$ cat config.mk
export PLATFORM = sky130hd
export DESIGN_NAME = mux_cfgchain_routing_flat
export DESIGN_NICKNAME = d
export VERILOG_FILES = /design/src/rtl/mux_cfgchain_routing_if.sv /design/src/rtl/mux_cfgchain_routing.sv /design/src/flat_wrapper.sv
export SDC_FILE = /design/constraint.sdc
export NUM_CORES = 1
export LEC_CHECK = 0
export BUFFER_PORTS_ARGS = -buffer_cell sky130_fd_sc_hd__buf_4
export CORE_AREA = 2 2 49 51
export DETAILED_ROUTE_END_ITERATION = 10
export DIE_AREA = 0 0 51 53
export PLACE_DENSITY = 0.67
export SKIP_LAST_GASP = 1
export SYNTH_ARGS = -nofsm -noshare
export SYNTH_HDL_FRONTEND = slang
export SYNTH_SLANG_ARGS = --single-unit
$ cat constraint.sdc
create_clock -name prog_clk -period 5 [get_ports prog_clk]
set_clock_uncertainty 0.1 [all_clocks]
set_input_delay 0.5 -clock prog_clk [delete_from_list [all_inputs] [get_ports prog_clk]]
set_output_delay 0.5 -clock prog_clk [all_outputs]
set_load 0.01 [all_outputs]
$ cat src/rtl/mux_cfgchain_routing_if.sv
// Bundle for the configurable routing mux: chain, data path and status signals.
// Latency: wires only; all timing lives in mux_cfgchain_routing.
// Backpressure: none; the chain is driven by the programming controller every cycle.
// Ports (master drives / slave receives):
//   cfg_shift_en, cfg_commit, ccff_head, in   master -> slave
//   ccff_tail, out, mem, mem_inv              slave  -> master
//   cfg_valid, cfg_err                        slave  -> master
interface mux_cfgchain_routing_if #(
  parameter int NUM_INPUTS = 8
);
  logic                  cfg_shift_en;
  logic                  cfg_commit;
  logic                  ccff_head;
  logic                  ccff_tail;
  logic [NUM_INPUTS-1:0] in;
  logic                  out;
  logic [NUM_INPUTS-1:0] mem;
  logic [NUM_INPUTS-1:0] mem_inv;
  logic                  cfg_valid;
  logic                  cfg_err;

  modport master (
    output cfg_shift_en, cfg_commit, ccff_head, in,
    input  ccff_tail, out, mem, mem_inv, cfg_valid, cfg_err
  );

  modport slave (
    input  cfg_shift_en, cfg_commit, ccff_head, in,
    output ccff_tail, out, mem, mem_inv, cfg_valid, cfg_err
  );
endinterface

$ cat src/rtl/mux_cfgchain_routing.sv
// N-input routing mux with serial config chain and atomic commit into an active select.
// Latency: in->out combinational; ccff_head->ccff_tail exactly MEM_W prog_clk cycles.
// Backpressure: none; illegal or colliding commits are dropped and flagged on cfg_err.
// Ports: prog_clk (rising edge), pReset_n (async active-low), bus (slave modport):
//   chain  : cfg_shift_en, cfg_commit, ccff_head -> ccff_tail
//   data   : in -> out, decoded select on mem / mem_inv
//   status : cfg_valid (exactly one input selected), cfg_err (sticky bad commit)
module mux_cfgchain_routing #(
  parameter int NUM_INPUTS  = 8,
  parameter bit ENCODED     = 1'b0,
  parameter bit DEFAULT_OUT = 1'b0
) (
  input  logic                  prog_clk,
  input  logic                  pReset_n,
  mux_cfgchain_routing_if.slave bus
);

  localparam int MEM_W = ENCODED ? $clog2(NUM_INPUTS + 1) : NUM_INPUTS;

  logic [MEM_W-1:0]      sr_q, sr_d;
  logic [MEM_W-1:0]      active_q, active_d;
  logic                  valid_q, valid_d;
  logic                  err_q, err_d;
  logic                  legal;
  logic [NUM_INPUTS-1:0] mem;

  // Legality of the staged word and decode of the active word depend on the encoding.
  if (ENCODED) begin : g_enc
    localparam logic [MEM_W-1:0] MAX_SEL = MEM_W'(NUM_INPUTS);
    assign legal = (sr_q <= MAX_SEL);
    // Code k selects input k-1; code 0 selects nothing.
    for (genvar k = 0; k < NUM_INPUTS; k++) begin : g_dec
      assign mem[k] = (active_q == MEM_W'(k + 1));
    end
  end else begin : g_oh
    // Zero or one bit set: clearing the lowest set bit must leave nothing.
    assign legal = ((sr_q & (sr_q - MEM_W'(1))) == '0);
    assign mem   = active_q;
  end

  always_comb begin
    sr_d     = sr_q;
    active_d = active_q;
    valid_d  = valid_q;
    err_d    = err_q;
    if (bus.cfg_shift_en) begin
      sr_d = {sr_q[MEM_W-2:0], bus.ccff_head};
      // A commit on a shift edge would capture a half-moved word; drop it.
      if (bus.cfg_commit) begin
        err_d = 1'b1;
      end
    end else if (bus.cfg_commit) begin
      if (legal) begin
        active_d = sr_q;
        valid_d  = |sr_q;
        err_d    = 1'b0;
      end else begin
        err_d = 1'b1;
      end
    end
  end

  always_ff @(posedge prog_clk or negedge pReset_n) begin
    if (!pReset_n) begin
      sr_q     <= '0;
      active_q <= '0;
      valid_q  <= 1'b0;
      err_q    <= 1'b0;
    end else begin
      sr_q     <= sr_d;
      active_q <= active_d;
      valid_q  <= valid_d;
      err_q    <= err_d;
    end
  end

  // mem is at most one-hot, so an AND-OR reduce is a correct mux.
  assign bus.out       = (|mem) ? |(bus.in & mem) : DEFAULT_OUT;
  assign bus.mem       = mem;
  assign bus.mem_inv   = ~mem;
  assign bus.ccff_tail = sr_q[MEM_W-1];
  assign bus.cfg_valid = valid_q;
  assign bus.cfg_err   = err_q;

endmodule

$ cat src/flat_wrapper.sv
// flat-port wrapper written by rule: the top's interface ports become plain ports
module mux_cfgchain_routing_flat 
#(
  parameter int NUM_INPUTS  = 8,
  parameter bit ENCODED     = 1'b0,
  parameter bit DEFAULT_OUT = 1'b0
)
  (prog_clk, pReset_n, bus_cfg_shift_en, bus_cfg_commit, bus_ccff_head, bus_in, bus_ccff_tail, bus_out, bus_mem, bus_mem_inv, bus_cfg_valid, bus_cfg_err);
  mux_cfgchain_routing_if #(.NUM_INPUTS(NUM_INPUTS)) bus_i ();
  input  logic prog_clk;
  input  logic pReset_n;
  input wire logic [$bits(bus_i.cfg_shift_en)-1:0] bus_cfg_shift_en;
  input wire logic [$bits(bus_i.cfg_commit)-1:0] bus_cfg_commit;
  input wire logic [$bits(bus_i.ccff_head)-1:0] bus_ccff_head;
  input wire logic [$bits(bus_i.in)-1:0] bus_in;
  output wire logic [$bits(bus_i.ccff_tail)-1:0] bus_ccff_tail;
  output wire logic [$bits(bus_i.out)-1:0] bus_out;
  output wire logic [$bits(bus_i.mem)-1:0] bus_mem;
  output wire logic [$bits(bus_i.mem_inv)-1:0] bus_mem_inv;
  output wire logic [$bits(bus_i.cfg_valid)-1:0] bus_cfg_valid;
  output wire logic [$bits(bus_i.cfg_err)-1:0] bus_cfg_err;
  assign bus_i.cfg_shift_en = bus_cfg_shift_en;
  assign bus_i.cfg_commit = bus_cfg_commit;
  assign bus_i.ccff_head = bus_ccff_head;
  assign bus_i.in = bus_in;
  assign bus_ccff_tail = bus_i.ccff_tail;
  assign bus_out = bus_i.out;
  assign bus_mem = bus_i.mem;
  assign bus_mem_inv = bus_i.mem_inv;
  assign bus_cfg_valid = bus_i.cfg_valid;
  assign bus_cfg_err = bus_i.cfg_err;
  mux_cfgchain_routing #(.NUM_INPUTS(NUM_INPUTS), .ENCODED(ENCODED), .DEFAULT_OUT(DEFAULT_OUT)) u_core (.prog_clk(prog_clk), .pReset_n(pReset_n), .bus(bus_i));
endmodule
# Word-level counts from Yosys, hierarchy flattened
# Index checks and enable logic that the tools add are counted.
dict set report classes {
  reduce_logical 5
  bitwise_logic 4
  n_mux 5
  addsub 1
}
# operator n
set ops {}
lappend ops {{$reduce_or 8->1} 3}
lappend ops {{$and 8x8->8} 2}
lappend ops {{$logic_not 8->1} 1}
lappend ops {{$not 8->8} 1}
lappend ops {{$sub 8x1->8 const B} 1}
lappend ops {{$mux 1} 5}
lappend ops {{$reduce_and 3->1} 1}
lappend ops {{$not 1->1} 1}
dict set report word_totals {
  word_cells 19
  inputBits 13
  reg_bits 18
  out_inout_bits 20
}

# Depth between registers and ports, before layout
dict set report depth {
  ltp_word 6
  ltp_mapped 4
  depth_no_buf 4
}

# Least setup slack after synthesis
# Ideal clock, no wire load.
dict set report synth_path {
  path_type {in2reg}
  startpoint {input bus_cfg_shift_en}
  endpoint {register u_core.valid_q (netlist: u_core.bus.cfg_valid)}
  t_required_ns 4.765
  setup_slack_ns 2.859
  stages 4
  t_arrival_ns 1.905
  path_buffers 1
  setup_time_ns 0.135
  path_cell_list {clkbuf_1 > or4b_4 > or4_4 > a2bb2oi_1}
}
dict set report synth_between {
  elab_chain_cells 2
}
# element line
set synth_lines {}
lappend synth_lines {{start: declaration} flat_wrapper.sv:12} ;# input wire logic [$bits(bus_i.cfg_shift_en)-1:0] bus_cfg_shift_en;
lappend synth_lines {{$not 1->1 (no line)} n/a}
lappend synth_lines {{$reduce_and 3->1 (no line)} n/a}
lappend synth_lines {{end signal: assignment} mux_cfgchain_routing.sv:72} ;# valid_q <= valid_d;
lappend synth_lines {{end: declaration} mux_cfgchain_routing.sv:22} ;# logic valid_q, valid_d;
# No other way between the ends.
# A chain may end at the register's enable or synchronous reset.

# Worst setup path after layout
dict set report layout_path {
  startpoint {register u_core.sr_q[4]}
  endpoint {register u_core.valid_q (netlist: u_core.bus.cfg_valid)}
}
dict set report layout_between {
  elab_chain_cells 4
  elab_cells_between_ends 5
  cone_classes {1 x add/sub; 1 x bitwise; 3 x reduce/logical}
}
# element line
set layout_lines {}
lappend layout_lines {{start: declaration} mux_cfgchain_routing.sv:20} ;# logic [MEM_W-1:0] sr_q, sr_d;
lappend layout_lines {{start signal: assignment} mux_cfgchain_routing.sv:70} ;# sr_q <= sr_d;
lappend layout_lines {{$sub 8x1->8} mux_cfgchain_routing.sv:37} ;# assign legal = ((sr_q & (sr_q - MEM_W'(1))) == '0);
lappend layout_lines {{$and 8x8->8} mux_cfgchain_routing.sv:37}
lappend layout_lines {{$logic_not 8->1} mux_cfgchain_routing.sv:37}
lappend layout_lines {{$reduce_and 3->1 (no line)} n/a}
# Parallel ways exist; a longest one is shown, timed or not.

==> metrics list <==
- The run finished with clean final reports.
* Max-cap violation count: 0
- 1st-pass router iterations: 3
- Share of the cycle needed by the critical path after routing: 0.430
- Share of the yosys chip area belonging to registers: 0.550
- Element type at the critical path start: flop
- Final Wtd Congestion: 0.766
- # DRC: 0
- Data on the critical path arrives at its endpoint at around 2.2 ns.
- Synthesis instantiated 20 different standard cells from the library.
* Maximum frequency from static timing analysis: approximately 460 MHz
- Number of instances in the placed design: 123
* DIE HEIGHT: between 50 and 60 um
- Critical Path Max Stage Delay: ~0.53 ns
- Root cell of the clock tree: sky130_fd_sc_hd__clkbuf_4
* Average routed wire per standard cell: approximately 13 um
* Io pins: 33
- Setup repair after global routing missed its margin: false
* Data required time at the worst endpoint: 5.06 ns
- Capturing point of the worst reg2reg path: u_core.bus.cfg_valid
- Yosys top cell by area: sky130_fd_sc_hd__dfrtp_1
* Core occupancy in the finished layout: 0.523
- The kind of cell with the highest combined delay along the critical path is simple AND/OR/NAND/NOR gates.
- Beginning of the critical path: u_core.sr_q[4]
* Die extent in x: 51 um
* Antenna diode count: 0
* Starting Density: 0.381
- Core area: around 2100 um^2
- In this run the remaining antenna-violating nets after routing total 0.
- Gate Count Post-Synth: between 60 and 70
- The tree built by TritonCTS fans out to 18 sinks.
- Gr ovfl total: 0
- Of the cells placed in the final design, the portion with a size suffix greater than 1 is 0.556.
- In this run the deepest clock path goes through 2 buffers.
* Starting DRT DRC Count: 6
* Max Transition Viols Final: 0
- The filler cells instantiated in the layout total about 190.
- Post-Synthesis Cell Area: just over 800 um^2
* TritonCTS clock tree: yes
* Overall Global Routing Usage: 0.135
- Setup violations remaining at the end of the flow were counted as 0.
- After clock tree synthesis, the clock-pin slew on the worst setup and hold paths is 0.09 ns.
- The completed layout was analyzed and its total power is around 560 uW.
- Headroom to the max-slew limit: 0.688
- Share of Yosys cell area claimed by the top area cell type: 0.550
- Across all layers, the routed design uses around 620 vias.
- Number of antenna violations at the first check in global routing: 0
* Final Instance Area: roughly 1100 um^2
- In this run the number of cells on the critical path is 4.
- The die covers about 2700 um^2.
* Vias per std cell: just under 5
* Final instance count without filler cells: about 130
- Htree depth: 1
* Leading cell types by total area after synthesis: sky130_fd_sc_hd__dfrtp_1 55%, sky130_fd_sc_hd__mux2_2 19%, sky130_fd_sc_hd__inv_1 4.6%
- At the placement stage, the worst setup path has a slack of 2.85 ns.
- The initialized floorplan defines 17 standard-cell rows.
* First-pass GRT wire length: approximately 2500 um
- The number of hold buffers added after CTS was 1.
- Fin Hold WS: roughly 0.34 ns
* Skew-Pair Late Insertion Delay: around 0.28 ns
- During synthesis, Yosys emitted a total of 0 warnings.
* Worst R2R Setup Slack: between 2 and 3 ns
- Final hold violation count: 0
- For this design the ratio of total power to cell area is approximately 500 nW/um^2.
- For this block, the routed nets add up to around 1700 um of wire.
- Path depth of the worst reg2reg path: 4
* Post-cts resize count: 0
* Post-Synthesis Mean Instance Area: 12.8 um^2
* Area growth, synth to finish: 37.1%
- The critical path ends at u_core.bus.cfg_valid.
* Startpoint of the worst register-to-register path: u_core.sr_q[4]
- For this run, the post-layout net count is 114.
* Total negative setup slack: 0 ns
- Together, buffers and inverters on the worst path number 0.
- At the pin with the least slew margin, the transition time is between 0.4 and 0.5 ns.
- Post-CTS timing repair inserted 0 buffers for setup.
- Port buffering added 32 buffers.
- Counting flops and latches in the post-synthesis netlist gives 18.
- TritonCTS buffer count: 3
- Area of the multi-input gates: roughly 330 um^2
- CP Max Fanout: 5
- Hold WC Path Type: in -> reg
- The critical path goes through maj3_2, or4b_4, or4_4, a2bb2oi_1.
- Across the whole layout, storage elements account for 450 um^2.
* PnR worst setup slack: ~2.8 ns
* Vias in the first global route: around 600
- The placed instances occupy a cell area of between 1000 and 1500 um^2.
* Peak supply drop: roughly 220 uV
- Endpoint class of the critical path: flop
- Entering global routing, the biggest net connects 19 pins.
- The worst path needs approximately 2.2 ns of the cycle, external delays included.
- Cell leakage power: about 0.53 nW
- Worst-path cell with the longest stage delay: sky130_fd_sc_hd__or4_4
- Synthesized netlist net count: slightly below 80
- The critical path is of the reg -> reg type.
- DP Wirelength: 1280 um
worst reg2reg max path: stages, from the launching register on:
cell and delay, ns:
sky130_fd_sc_hd__dfrtp_1 0.44, sky130_fd_sc_hd__maj3_2 0.30, sky130_fd_sc_hd__or4b_4 0.52, sky130_fd_sc_hd__or4_4 0.53
sky130_fd_sc_hd__a2bb2oi_1 0.14
synth_stat cells:
| cell | number |
|---|---|
| sky130_fd_sc_hd__a22oi_1 | 4 |
| sky130_fd_sc_hd__or4b_4 | 1 |
| sky130_fd_sc_hd__o22ai_1 | 1 |
| sky130_fd_sc_hd__maj3_2 | 2 |
| sky130_fd_sc_hd__o21bai_2 | 1 |
| sky130_fd_sc_hd__or4_4 | 1 |
| sky130_fd_sc_hd__a211oi_1 | 2 |
| sky130_fd_sc_hd__or3_2 | 1 |
| sky130_fd_sc_hd__dfrtp_1 | 18 |
| sky130_fd_sc_hd__mux2_2 | 14 |
| sky130_fd_sc_hd__nand2_1 | 1 |
| sky130_fd_sc_hd__nand4_1 | 1 |
| sky130_fd_sc_hd__o21ai_0 | 1 |
| sky130_fd_sc_hd__o21a_1 | 1 |
| sky130_fd_sc_hd__clkbuf_1 | 1 |
| sky130_fd_sc_hd__nor3_1 | 1 |
| sky130_fd_sc_hd__inv_1 | 10 |
| sky130_fd_sc_hd__a2bb2oi_1 | 1 |
| sky130_fd_sc_hd__maj3_1 | 1 |
| sky130_fd_sc_hd__or3_1 | 1 |
how the worst min path moves through the flow:
stage	startpoint	end	slack (ns)	cells after the start
floorplan	pReset_n	u_core.bus.cfg_err	0.10	0
global placement	pReset_n	u_core.bus.cfg_valid	0.28	1
detailed placement	pReset_n	u_core.bus.cfg_valid	0.28	1
CTS	bus_ccff_head	u_core.sr_q[0]	0.33	2
global route	bus_ccff_head	u_core.sr_q[0]	0.34	2
finish	bus_cfg_commit	u_core.bus.cfg_err	0.34	2
flip-flops by register name (all words and copies together) (netlist names):
register,count
u_core.bus.mem,8
u_core.sr_q,8
u_core.bus.cfg_err,1
u_core.bus.cfg_valid,1
cells by family after synthesis:
kind of cell | share of synthesized area
fa+ha+maj | 0.0397
mux | 0.192
compound gates | 0.102
buf+inv | 0.0504
flops | 0.550
simple gates | 0.0656
placed cells by master (no fill, tap or decap), drive strengths merged, types with 2 or more instances in the layout:
cell    count
or3         2
a211oi      2
maj3        3
mux2       14
inv        10
buf        32
clkbuf      3
a22oi       4
dfrtp      18
layer usage:
layer | routed length (um) | share of wire | vias up | track usage
met5 | 0 | 0 | - | 0
met4 | 50 | 0.030 | 0 | 0.108
met1 | 638 | 0.39 | 293 | 0.123
li1 | - | - | 304 | -
met2 | 873 | 0.53 | 20 | 0.260
met3 | 88 | 0.053 | 4 | 0.0254
power by group:
group	switching, mW	internal (mW)	total [mW]	leakage, nW
Clock	0.0400	0.0280	0.0680	0.0138
Sequential	0.0525	0.194	0.246	0.217
Combinational	0.100	0.144	0.245	0.295
Total	0.193	0.366	0.559	0.525
cell type report:
type	count	area share
flip-flops and latches	18	0.401
inverters	10	0.0334
repair buffers	33	0.223
multi-input cells	35	0.292
clock buffers	3	0.0200
well taps	28	0.0312
(Power assumes the default switching activity.)
